===== src/rtl/gbc_vram_writer.sv =====
// GBC LCD pixel ingest: RGB555 -> RGB332 conversion, framing check and
// FIFO-decoupled write into the frame-buffer SRAM at y*H_PIXELS + x.
module gbc_vram_writer #(
   parameter int H_PIXELS   = 160,
   parameter int V_PIXELS   = 144,
   parameter int ADDR_WIDTH = 15,
   parameter int FIFO_DEPTH = 4
) (
   input  logic                  CLK_IN,
   input  logic                  RESET_N,
   input  logic                  PIX_VALID,
   output logic                  PIX_READY,
   input  logic [14:0]           PIX_DATA,
   input  logic                  PIX_SOF,
   input  logic                  PIX_EOL,
   output logic                  VRAM_WE,
   input  logic                  VRAM_GRANT,
   output logic [ADDR_WIDTH-1:0] VRAM_ADDR,
   output logic [7:0]            VRAM_DATA,
   output logic                  FRAME_DONE,
   output logic [7:0]            FRAME_COUNT,
   output logic [7:0]            ERR_COUNT
);

   localparam int X_W   = $clog2(H_PIXELS);
   localparam int Y_W   = $clog2(V_PIXELS);
   localparam int PTR_W = $clog2(FIFO_DEPTH);
   localparam int CNT_W = PTR_W + 1;

   localparam logic [X_W-1:0]   X_LAST   = X_W'(H_PIXELS - 1);
   localparam logic [Y_W-1:0]   Y_LAST   = Y_W'(V_PIXELS - 1);
   localparam logic [CNT_W-1:0] CNT_FULL = CNT_W'(FIFO_DEPTH);

   typedef enum logic [1:0] {S_IDLE, S_ACTIVE, S_RESYNC} state_e;

   function automatic logic [7:0] rgb555_to_332(input logic [14:0] px);
      return {px[14:12], px[9:7], px[4:3]};
   endfunction

   state_e                  state_q, state_d;
   logic [X_W-1:0]          x_q, x_d;
   logic [Y_W-1:0]          y_q, y_d;
   logic [ADDR_WIDTH-1:0]   addr_q, addr_d;
   logic [CNT_W-1:0]        cnt_q, cnt_d;
   logic [PTR_W-1:0]        wr_ptr_q, rd_ptr_q;
   logic                    rdy_q;
   logic [7:0]              err_q, frame_q;

   logic [ADDR_WIDTH-1:0]   addr_mem [FIFO_DEPTH];
   logic [7:0]              data_mem [FIFO_DEPTH];
   logic [FIFO_DEPTH-1:0]   last_mem;

   logic                    accept, at_line_end, at_frame_end, framing_err;
   logic                    push, push_last, pop, err_inc, head_last;
   logic [ADDR_WIDTH-1:0]   push_addr;

   assign accept       = PIX_VALID & rdy_q;
   assign at_line_end  = (x_q == X_LAST);
   assign at_frame_end = at_line_end && (y_q == Y_LAST);
   assign framing_err  = (PIX_EOL != at_line_end);

   assign pop       = (cnt_q != '0) & VRAM_GRANT;
   assign head_last = last_mem[rd_ptr_q];
   assign cnt_d     = cnt_q + CNT_W'(push) - CNT_W'(pop);

   always_ff @(posedge CLK_IN or negedge RESET_N) begin
      if (!RESET_N) begin
         state_q <= S_IDLE;
      end else begin
         state_q <= state_d;
      end
   end

   always_comb begin
      state_d = state_q;
      if (accept) begin
         case (state_q)
            S_IDLE, S_RESYNC: if (PIX_SOF) state_d = S_ACTIVE;
            S_ACTIVE: begin
               if (PIX_SOF)                      state_d = S_ACTIVE;
               else if (framing_err)             state_d = S_RESYNC;
               else if (PIX_EOL && at_frame_end) state_d = S_IDLE;
            end
            default: state_d = S_IDLE;
         endcase
      end
   end

   // SOF always restarts at (0,0); it only counts as an error mid-frame.
   always_comb begin
      push      = 1'b0;
      push_last = 1'b0;
      push_addr = addr_q;
      err_inc   = 1'b0;
      x_d       = x_q;
      y_d       = y_q;
      addr_d    = addr_q;
      if (accept) begin
         if (PIX_SOF) begin
            push      = 1'b1;
            push_addr = '0;
            x_d       = X_W'(1);
            y_d       = '0;
            addr_d    = ADDR_WIDTH'(1);
            err_inc   = (state_q == S_ACTIVE);
         end else if (state_q == S_ACTIVE) begin
            if (framing_err) begin
               err_inc = 1'b1;
            end else begin
               push   = 1'b1;
               addr_d = addr_q + ADDR_WIDTH'(1);
               if (PIX_EOL) begin
                  x_d       = '0;
                  y_d       = y_q + Y_W'(1);
                  push_last = at_frame_end;
               end else begin
                  x_d = x_q + X_W'(1);
               end
            end
         end
      end
   end

   // READY is registered from the next occupancy, so it is low during reset.
   always_ff @(posedge CLK_IN or negedge RESET_N) begin
      if (!RESET_N) begin
         x_q      <= '0;
         y_q      <= '0;
         addr_q   <= '0;
         cnt_q    <= '0;
         wr_ptr_q <= '0;
         rd_ptr_q <= '0;
         rdy_q    <= 1'b0;
         err_q    <= '0;
         frame_q  <= '0;
      end else begin
         x_q    <= x_d;
         y_q    <= y_d;
         addr_q <= addr_d;
         cnt_q  <= cnt_d;
         rdy_q  <= (cnt_d != CNT_FULL);
         if (push) wr_ptr_q <= wr_ptr_q + PTR_W'(1);
         if (pop)  rd_ptr_q <= rd_ptr_q + PTR_W'(1);
         if (err_inc && err_q != 8'hFF) err_q <= err_q + 8'd1;
         if (pop && head_last)          frame_q <= frame_q + 8'd1;
      end
   end

   always_ff @(posedge CLK_IN) begin
      if (push) begin
         addr_mem[wr_ptr_q] <= push_addr;
         data_mem[wr_ptr_q] <= rgb555_to_332(PIX_DATA);
         last_mem[wr_ptr_q] <= push_last;
      end
   end

   // Head fields are forced to zero when empty so idle/reset outputs are defined.
   assign PIX_READY   = rdy_q;
   assign VRAM_WE     = (cnt_q != '0);
   assign VRAM_ADDR   = VRAM_WE ? addr_mem[rd_ptr_q] : '0;
   assign VRAM_DATA   = VRAM_WE ? data_mem[rd_ptr_q] : '0;
   assign FRAME_DONE  = pop & head_last;
   assign FRAME_COUNT = frame_q;
   assign ERR_COUNT   = err_q;

endmodule


===== config.mk =====
export PLATFORM = sky130hd
export DESIGN_NAME = gbc_vram_writer
export DESIGN_NICKNAME = d
export VERILOG_FILES = /design/src/rtl/gbc_vram_writer.sv
export SDC_FILE = /design/constraint.sdc
export NUM_CORES = 1
export LEC_CHECK = 0
export ABC_AREA = 1
export CELL_PAD_IN_SITES_DETAIL_PLACEMENT = 1
export CELL_PAD_IN_SITES_GLOBAL_PLACEMENT = 2
export CORE_ASPECT_RATIO = 1.25
export CORE_MARGIN = 8
export CORE_UTILIZATION = 34
export DETAILED_ROUTE_END_ITERATION = 8
export GPL_ROUTABILITY_DRIVEN = 0
export GPL_TIMING_DRIVEN = 0
export HOLD_SLACK_MARGIN = 0.05
export PLACE_DENSITY = 0.83
export SYNTH_ARGS = -nofsm -noshare
export SYNTH_HDL_FRONTEND = slang
export SYNTH_SLANG_ARGS = --single-unit

===== constraint.sdc =====
create_clock -name CLK_IN -period 3 [get_ports CLK_IN]
set_input_delay 0.3 -clock CLK_IN [delete_from_list [all_inputs] [get_ports CLK_IN]]
set_output_delay 0.3 -clock CLK_IN [all_outputs]
set_load 0.02 [all_outputs]

# ---- After elaboration in Yosys (flattened, before gate mapping)
# Memory sizes are Yosys's and may differ from the RTL's.
# Index checks and enable logic that the tools add are counted.
dict set report op_classes {
  add_sub_neg 9
  n_lt_le_gt_ge 3
  eq_ne 10
  muxes 40
  bitwise 3
  reduce_logical 13
}
# operator n
set ops {}
lappend ops {{$mux W15} 6}
lappend ops {{$mux W8} 9}
lappend ops {{$add A8 B1 Y8 const B} 4}
lappend ops {{$mux W1} 17}
lappend ops {{$eq A8 B8 Y1 const B} 2}
lappend ops {{$add A15 B1 Y15 const B} 1}
lappend ops {{$mux W2} 4}
lappend ops {{$ne A8 B8 Y1 const B} 1}
lappend ops {{$lt A2 B3 Y1 const B} 2}
lappend ops {{$reduce_and A3 Y1} 2}
lappend ops {{$logic_and A1 B1 Y1} 5}
lappend ops {{$add A2 B1 Y2 const B} 2}
lappend ops {{$bwmux W4} 1}
lappend ops {{$ne A2 B2 Y1 const B} 2}
lappend ops {{$ne A4 B4 Y1 const B} 1}
lappend ops {{$pmux W2 S2} 1}
lappend ops {{$reduce_and A4 Y1} 1}
lappend ops {{$reduce_bool A2 Y1} 2}
lappend ops {{$add A3 B1 Y3} 1}
lappend ops {{$and A1 B1 Y1} 3}
lappend ops {{$ne A3 B3 Y1 const B} 1}
lappend ops {{$reduce_bool A3 Y1} 1}
lappend ops {{$sub A3 B1 Y3} 1}
lappend ops {{$bmux W1 S2} 1}
lappend ops {{other kinds (7)} 7}
dict set report totals {
  regBits 61
  ramBits 92
  inputBits 21
  output_inout_bits 42
  word_cells 91
  mem_count 2
}
# memory depth width read_ports rd_ports_with_merged_regs write_ports line_no
set memory_table {}
lappend memory_table {addr_mem 4 15 1 0 1 49} ;# logic [ADDR_WIDTH-1:0] addr_mem [FIFO_DEPTH];
lappend memory_table {data_mem 4 8 1 0 1 50} ;# logic [7:0] data_mem [FIFO_DEPTH];

# ---- Logic depth before layout (Yosys ltp)
# Gate-level depths: netlist (run 1).
dict set report depth {
  depth_word 9
  ltp_mapped 17
  ltp_nobuf 16
}

# ---- Least setup slack after synthesis (run 1)
# No wires, ideal clock.
dict set report synth_path {
  kind {register to register}
  start {reg x_q[0]}
  end {mem addr_mem[0][0], enable pin}
  arrival_ns 2.406
  required_time_ns 2.595
  path_slack_ns 0.189
  stages_incl_launch_ff 11
  cell_sequence {dfrtp_1 ha_1 inv_1 nor2_4 nand2_2 nand2_4 nand3_4 nand2_8 inv_8 buf_6 nor2_1}
}
dict set report synth_between {
  elab_chain_len 8
}
# element line_no
set synth_rtl {}
lappend synth_rtl {{start, declared} 41} ;# logic [X_W-1:0] x_q, x_d;
lappend synth_rtl {{start signal, assigned} 127} ;# x_q <= '0;
lappend synth_rtl {{start signal, assigned} 137} ;# x_q <= x_d;
lappend synth_rtl {{$eq A8 B8 Y1} 58} ;# assign at_line_end = (x_q == X_LAST);
lappend synth_rtl {{$ne A1 B1 Y1} 60} ;# assign framing_err = (PIX_EOL != at_line_end);
lappend synth_rtl {{$mux W1} 107} ;# if (framing_err) begin
lappend synth_rtl {{$mux W1} 106} ;# end else if (state_q == S_ACTIVE) begin
lappend synth_rtl {{$mux W1} 99} ;# if (PIX_SOF) begin
lappend synth_rtl {{$mux W1} 98} ;# if (accept) begin
lappend synth_rtl {{$mux W1} 150} ;# if (push) begin
lappend synth_rtl {{$mux W1 (not written as such)} 151} ;# addr_mem[wr_ptr_q] <= push_addr;
lappend synth_rtl {{end, declared} 49}
# No other way between the ends.

# ---- Worst setup path after layout (run 1)
dict set report layout_path {
  start {reg x_q[0]}
  end {reg rdy_q, in the netlist PIX_READY}
}
dict set report layout_between {
  elab_chain_len 9
}
# element line_no
set layout_rtl {}
lappend layout_rtl {{$eq A8 B8 Y1} 58}
lappend layout_rtl {{$ne A1 B1 Y1} 60}
lappend layout_rtl {{$mux W1} 107}
lappend layout_rtl {{$mux W1} 106}
lappend layout_rtl {{$mux W1} 99}
lappend layout_rtl {{$mux W1} 98}
lappend layout_rtl {{$add A3 B1 Y3} 64} ;# assign cnt_d = cnt_q + CNT_W'(push) - CNT_W'(pop);
lappend layout_rtl {{$sub A3 B1 Y3} 64}
lappend layout_rtl {{net cnt_d[2]} 44} ;# logic [CNT_W-1:0] cnt_q, cnt_d;
lappend layout_rtl {{$ne A3 B3 Y1} 141} ;# rdy_q <= (cnt_d != CNT_FULL);
lappend layout_rtl {{end signal, assigned} 141}
lappend layout_rtl {{end, declared} 46} ;# logic rdy_q;
# The timed path passes the listed nets, and every way through them passes these cells.
# A chain may end at the register's enable or synchronous reset.

==> results.yml, run 1 <==
route:
  drc_errors: 0
  drt_first_iter_violations: 187
  drt-total-wl_mm: 18.6
  wl_per_cell_um: 16.7
  via_count: 5344
  viasPerCell: 4.81
  drtAntennaViolNets: 0
  drtPass1Iterations: 4
worst_setup_path:
  crit_arrival_ns: 3.18
  worstPathCellList: "ha_4 -> inv_1 -> nor2_4 -> nand2_2 -> nand2_4 -> nand3_4 -> nand2_8 -> inv_8 -> buf_6 -> ha_1 -> inv_1 -> ha_1 -> inv_1 -> fa_1 -> xnor2_1 -> xnor2_1 -> nand2_1"
  start_kind: "flop"
  cp_slowest_cell: "dfrtp_1"
  required_ns: 3.31
  crit_type: "reg2reg"
  crit_path_end_kind: "flop"
  worstRegToRegCells: 17
  critPathMostFrequentCell: "inv_1"
  crit_fanout: 10
  slowest_delay_ns: 0.40
timing:
  fin_tns_setup_ns: 0
  fmax_mhz: 348
  fin_crit_ns: 2.87
  skew_ns: 0.0130
  tightest_slew_ns: 0.865
  hold_ws_ns: 0.472
  finalHoldViolations: 0
  min_period_over_period: 0.957
  setup_viol: 0
  maxSlewHeadroom: 0.422
  slew_viol_final: 0
  rsz0062_at_grt: "true"
placement:
  placed_area_sq_mm: 0.00824
  dp_cells: 1071
  port_buffers: 55
  dp_hpwl_mm: 12.6
die:
  io_pins: 63
  chipHeight_um: 180
  fp.dieW_um: 147
  core-area_sq_mm: 0.0213
  rows: 60
  initial_core_util: 0.343
  die-area_sq_mm: 0.0265
logic_synthesis:
  yosysWarnings: 0
  ys_ff_latch: 153
  ys_seq_area_frac: 0.589
  synth_most_common_cell: "nor2_1"
  synth_commonest_cells: "nor2_1 (120), nand2_1 (115), edfxtp_1 (96)"
  netlist_instances: 737
  async_reset_ff_frac: 0.373
  synth.largest_area_cell: "edfxtp_1"
  yosys.cell_types.count: 39
  ys.flop_type: "edfxtp_1"
  synth_top_cells_by_area: "edfxtp_1 (39%), dfrtp_1 (20%), nor2_1 (6.2%)"
  syn_nets: 770
  synth_area_per_cell_sq_um: 9.92
  synth_top_area_frac: 0.394
  netlist_area_sq_mm: 0.00731
  synth_edf_count: 96
layout:
  diodes: 0
  final_area_sq_mm: 0.00893
  syn2layout_area_growth_pct: 22.1
  nNetsFinal: 851
  fill_cells: 2399
  drive_gt1_frac: 0.153
  multiInputGateArea_sq_mm: 0.00263
  stdcell_count: 1110
  seqCellArea_sq_mm: 0.00431
global_routing:
  grt_max_degree: 58
  antenna_found_initial: 0
  met2_usage: 0.272
  overflow: 0
  gr-max-usage-layer: "met2"
  met3_usage: 0.0261
  grt_util_all_layers: 0.144
  grt_pass1_wl_mm: 30.2
  grt.met1_usage: 0.157
  grt_pass1_vias: 5770
clock_network:
  cts_root_buf: "clkbuf_16"
  numCtsBuffers: 17
  clock_latency_ns: 0.43
  h-tree-depth: 4
  numClockSinks: 153
  clk_pin_slew_ns: 0.07
  cts_tree: "yes"
  cts_buffer_depth: 2
power_and_ir_drop:
  p_leak_nw: 3.63
  p_per_area_mw_per_mm2: 917
  intPower_mw: 5.08
  swShare: 0.380
  power_switching_mw: 3.11
  clkPwrFrac: 0.263
  ir_drop_mv: 0.461
  power_frac_seq: 0.346
  combPwrFrac: 0.391
outcome:
  status: "complete, no violations"
job:
  cap_viol_max_count: 0
hold_path:
  hp-class: "reg2reg"
  hold_path_depth: 1
repair_timing:
item / CTS / global route
setup buffers: 1 / 7
endpoints found under the hold margin: 57 / 0
hold buffers: 1 / 0
gates resized for setup: 8 / 15
pin swaps: 0 / 6
setup endpoints to repair: 21 / 17
logic make-up (layout without fill, tap and decap cells):
kind of cell	after synthesis	count (layout)	share of synthesized area
simple gates	344	344	0.214
flops	153	153	0.589
xor+xnor	26	26	0.0311
buf+inv	93	187	0.0563
compound gates	109	109	0.0878
fa+ha+maj	12	12	0.0216
area by class of cell:
| type | count | area share |
|---|---|---|
| clock inverters | 14 | 0.0184 |
| plain buffers | 26 | 0.0188 |
| well taps | 279 | 0.0391 |
| repair buffers | 64 | 0.0699 |
| clock buffers | 18 | 0.0481 |
| inverters | 65 | 0.0283 |
| flip-flops and latches | 153 | 0.483 |
| multi-input cells | 491 | 0.295 |
worst max-delay path: cells and delay by family (launching register included):
kind | cells | cell delay [ns]
adders and majority gates | 4 | 0.96
and+or+nand+nor | 6 | 0.61
buffers and inverters | 5 | 0.41
DFF | 1 | 0.40
xor gates and xnor gates | 2 | 0.36
registers in the layout, summed over array words and instances, names as in the netlist:
signal / count
last_mem: 4
x_q: 8
wr_ptr_q: 2
state_q: 2
y_q: 8
PIX_READY: 1
data_mem: 32
ERR_COUNT: 8
addr_q: 15
rd_ptr_q: 2
addr_mem: 60
FRAME_COUNT: 8
cnt_q: 3
layout by cell type (no fill, tap or decap), drive strengths merged:
| cell | count |
|---|---|
| nand3b | 1 |
| nand4 | 14 |
| nand3 | 51 |
| o21bai | 1 |
| clkinvlp | 2 |
| xor2 | 17 |
| dlygate4sd2 | 1 |
| nor3 | 12 |
| nand2 | 137 |
| or2 | 3 |
| clkdlybuf4s50 | 50 |
| clkinv | 6 |
| edfxtp | 96 |
| xnor2 | 9 |
| nor3b | 1 |
| nor2 | 124 |
| dfrtp | 57 |
| a21oi | 25 |
| dlymetal6s2s | 3 |
| bufinv | 2 |
| dlygate4sd3 | 1 |
| ha | 11 |
| fa | 1 |
| a41oi | 1 |
| o21ai | 82 |
| buf | 18 |
| clkbuf | 35 |
| nor4 | 1 |
| inv | 69 |
per-layer routing:
layer	vias to the layer above	wire (um)
li1	2624	-
met1	2645	7710
met2	60	10200
met3	15	447
met4	0	222
met5	-	0
worst paths after layout:
path                                start             end  slack [ns]
setup / recovery                   x_q[0]       PIX_READY        0.13
hold / removal             FRAME_COUNT[7]  FRAME_COUNT[7]        0.47
setup reg to reg                   x_q[0]       PIX_READY        0.13
hold reg to reg            FRAME_COUNT[7]  FRAME_COUNT[7]        0.47
max in group asynchronous         RESET_N          x_q[5]        1.92
min in group asynchronous         RESET_N  FRAME_COUNT[4]        0.49
per-stage QoR:
stage	util	setup WS [ns]	power (mW)
global route	0.419	-0.0249	8.69
floorplan	-	0.189	4.71
finish	0.419	0.129	8.19
global placement	0.385	-1.24	6.00
CTS	0.416	0.00390	8.30
detailed placement	0.386	-0.427	6.08
power groups by stage:
| stage | clock [mW] | sequential [mW] | combinational, mW |
|---|---|---|---|
| final | 2.15 | 2.84 | 3.20 |
| after global routing | 2.28 | 2.87 | 3.53 |
| after CTS | 2.20 | 2.84 | 3.26 |
| after detailed placement | 0 | 2.86 | 3.22 |
| after global placement | 0 | 2.86 | 3.14 |
| after floorplan | 0 | 2.88 | 1.83 |
No activity file was read; power rests on OpenSTA's default activity.
==> run 2, diff against run 1 <==
Settings changed: CORE_ASPECT_RATIO 1.25 to 1.2, PLACE_DENSITY 0.83 to 0.77.
==> run 2 against run 1 <==
Effect of this change: largest power group unchanged; clock skew fell by 0.0035 ns; largest cell class unchanged; final area down 0.15%; highest routed layer unchanged; hold slack improved by 0.0074 ns.
==> results.yml, run 2 (same netlist as run 1, synthesis figures left out) <==
placement:
  dp_cells: 1062
  dp_slack_ns: -0.467
  port_buffers: 55
  dp_hpwl_mm: 13.4
route:
  wl_met1_mm: 8.05
  routed.top_layer: "met4"
  wl_met2_mm: 10.7
  drt-total-wl_mm: 19.6
  drt_first_iter_violations: 170
  met3_length_um: 594
  via_count: 5487
  drc_errors: 0
  drtPass1Iterations: 4
  wl_per_cell_um: 17.9
  drtAntennaViolNets: 0
  viasPerCell: 5.00
die:
  chipHeight_um: 177
  io_pins: 63
  rows: 58
  die-area_sq_mm: 0.0265
  fp.dieW_um: 150
  core-area_sq_mm: 0.0210
  initial_core_util: 0.347
timing:
  setup_viol: 0
  tightest_slew_ns: 0.862
  fin_crit_ns: 2.87
  setup_slack_ns: 0.134
  hold_ws_ns: 0.480
  skew_ns: 0.00957
  finalHoldViolations: 0
  min_period_over_period: 0.955
  maxSlewHeadroom: 0.424
  rsz0062_at_grt: "false"
  fmax_mhz: 349
  slew_viol_final: 0
worst_setup_path:
  worstPathCellList: "buf_2 -> buf_2 -> buf_4 -> nor2_1 -> nor2_1 -> o21ai_0 -> a21oi_1 -> clkdlybuf4s50_1"
  crit_fanout: 10
  crit_path_end_kind: "primary output"
  path_buf_inv: 4
  r2r_setup_slack_ns: 0.22
  required_ns: 2.70
  crit_type: "reg2out"
  start_kind: "flop"
  crit_arrival_ns: 2.57
  critPathTopFamily: "buffers and inverters"
  slowest_delay_ns: 0.66
  cp_slowest_cell: "clkdlybuf4s50_1"
layout:
  reg_top3: "addr_mem x60, data_mem x32, addr_q x15"
  top_register: "addr_mem"
  fill_cells: 2386
  diodes: 0
  post-route-util: 0.424
  layout_commonest_cell: "nor2_1"
  stdcell_count: 1097
  largest_reg_flops: 60
  final_cell_mix: "nor2_1 (116), nand2_1 (115), edfxtp_1 (96)"
  nNetsFinal: 847
  syn2layout_area_growth_pct: 22.0
  drive_gt1_frac: 0.150
clock_network:
  clk_pin_slew_ns: 0.06
  cts_tree: "yes"
  numClockSinks: 153
  cts_buffer_depth: 2
  h-tree-depth: 4
  cts_root_buf: "clkbuf_16"
  clock_latency_ns: 0.43
  numCtsBuffers: 17
hold_path:
  hp-class: "in2async"
global_routing:
  grt_max_degree: 58
  grt_pass1_wl_mm: 32.2
  antenna_found_initial: 0
  grt_pass1_vias: 6026
  grt_util_all_layers: 0.155
  overflow: 0
power_and_ir_drop:
  p_per_area_mw_per_mm2: 935
  total_power_mw: 8.34
  p_leak_nw: 3.61
  ir_drop_mv: 0.516
outcome:
  status: "complete, no violations"
job:
  cap_viol_max_count: 0
[run 2: final cells by class]
cell class	instances	area, sq um	area share
flip-flops and latches	153	4310	0.483
multi-input cells	491	2660	0.298
repair buffers	61	597	0.0669
clock buffers	18	429	0.0481
well taps	270	338	0.0379
inverters	65	253	0.0283
clock inverters	14	170	0.0191
plain buffers	25	159	0.0178
[run 2: worst paths after layout]
| path | from | end | cells after the start |
|---|---|---|---|
| worst max register to register | x_q[0] | PIX_READY | 15 |
| worst min-delay path | RESET_N | y_q[7] | 2 |
| max in group asynchronous | RESET_N | FRAME_COUNT[1] | 2 |
| worst max-delay path | rd_ptr_q[0] | VRAM_ADDR[5] | 8 |
| worst min register to register | FRAME_COUNT[7] | FRAME_COUNT[7] | 1 |
| min in group CLK_IN | FRAME_COUNT[7] | FRAME_COUNT[7] | 1 |
[run 2: through the flow]
step / instance area [sq um] / setup TNS (ns)
floorplan: 7310 / 0
global placement: 8200 / -146.63
detailed placement: 8230 / -1.54
CTS: 8890 / 0
global route: 8920 / 0
finish: 8920 / 0
[run 2: layer usage]
metal,vias to the layer above,GRT usage
met5,-,0
met4,0,0.0459
met3,26,0.0325
met2,75,0.293
met1,2766,0.169
li1,2620,-
[run 2: timing repair]
| action | in CTS | in global routing |
|---|---|---|
| buffers inserted | 3 | 2 |
| hold buffers | 1 | 0 |
| setup endpoints to repair | 22 | 17 |
| gates cloned | 0 | 0 |
| pin swaps | 3 | 2 |
| endpoints found under the hold margin | 57 | 0 |
| resized for setup | 14 | 12 |
[run 2: power by group]
| group | total (mW) | leakage (nW) | switching [mW] | internal (mW) |
|---|---|---|---|---|
| clock network | 2.20 | 0.285 | 0.890 | 1.31 |
| logic | 3.28 | 1.66 | 2.03 | 1.25 |
| registers | 2.85 | 1.67 | 0.242 | 2.61 |
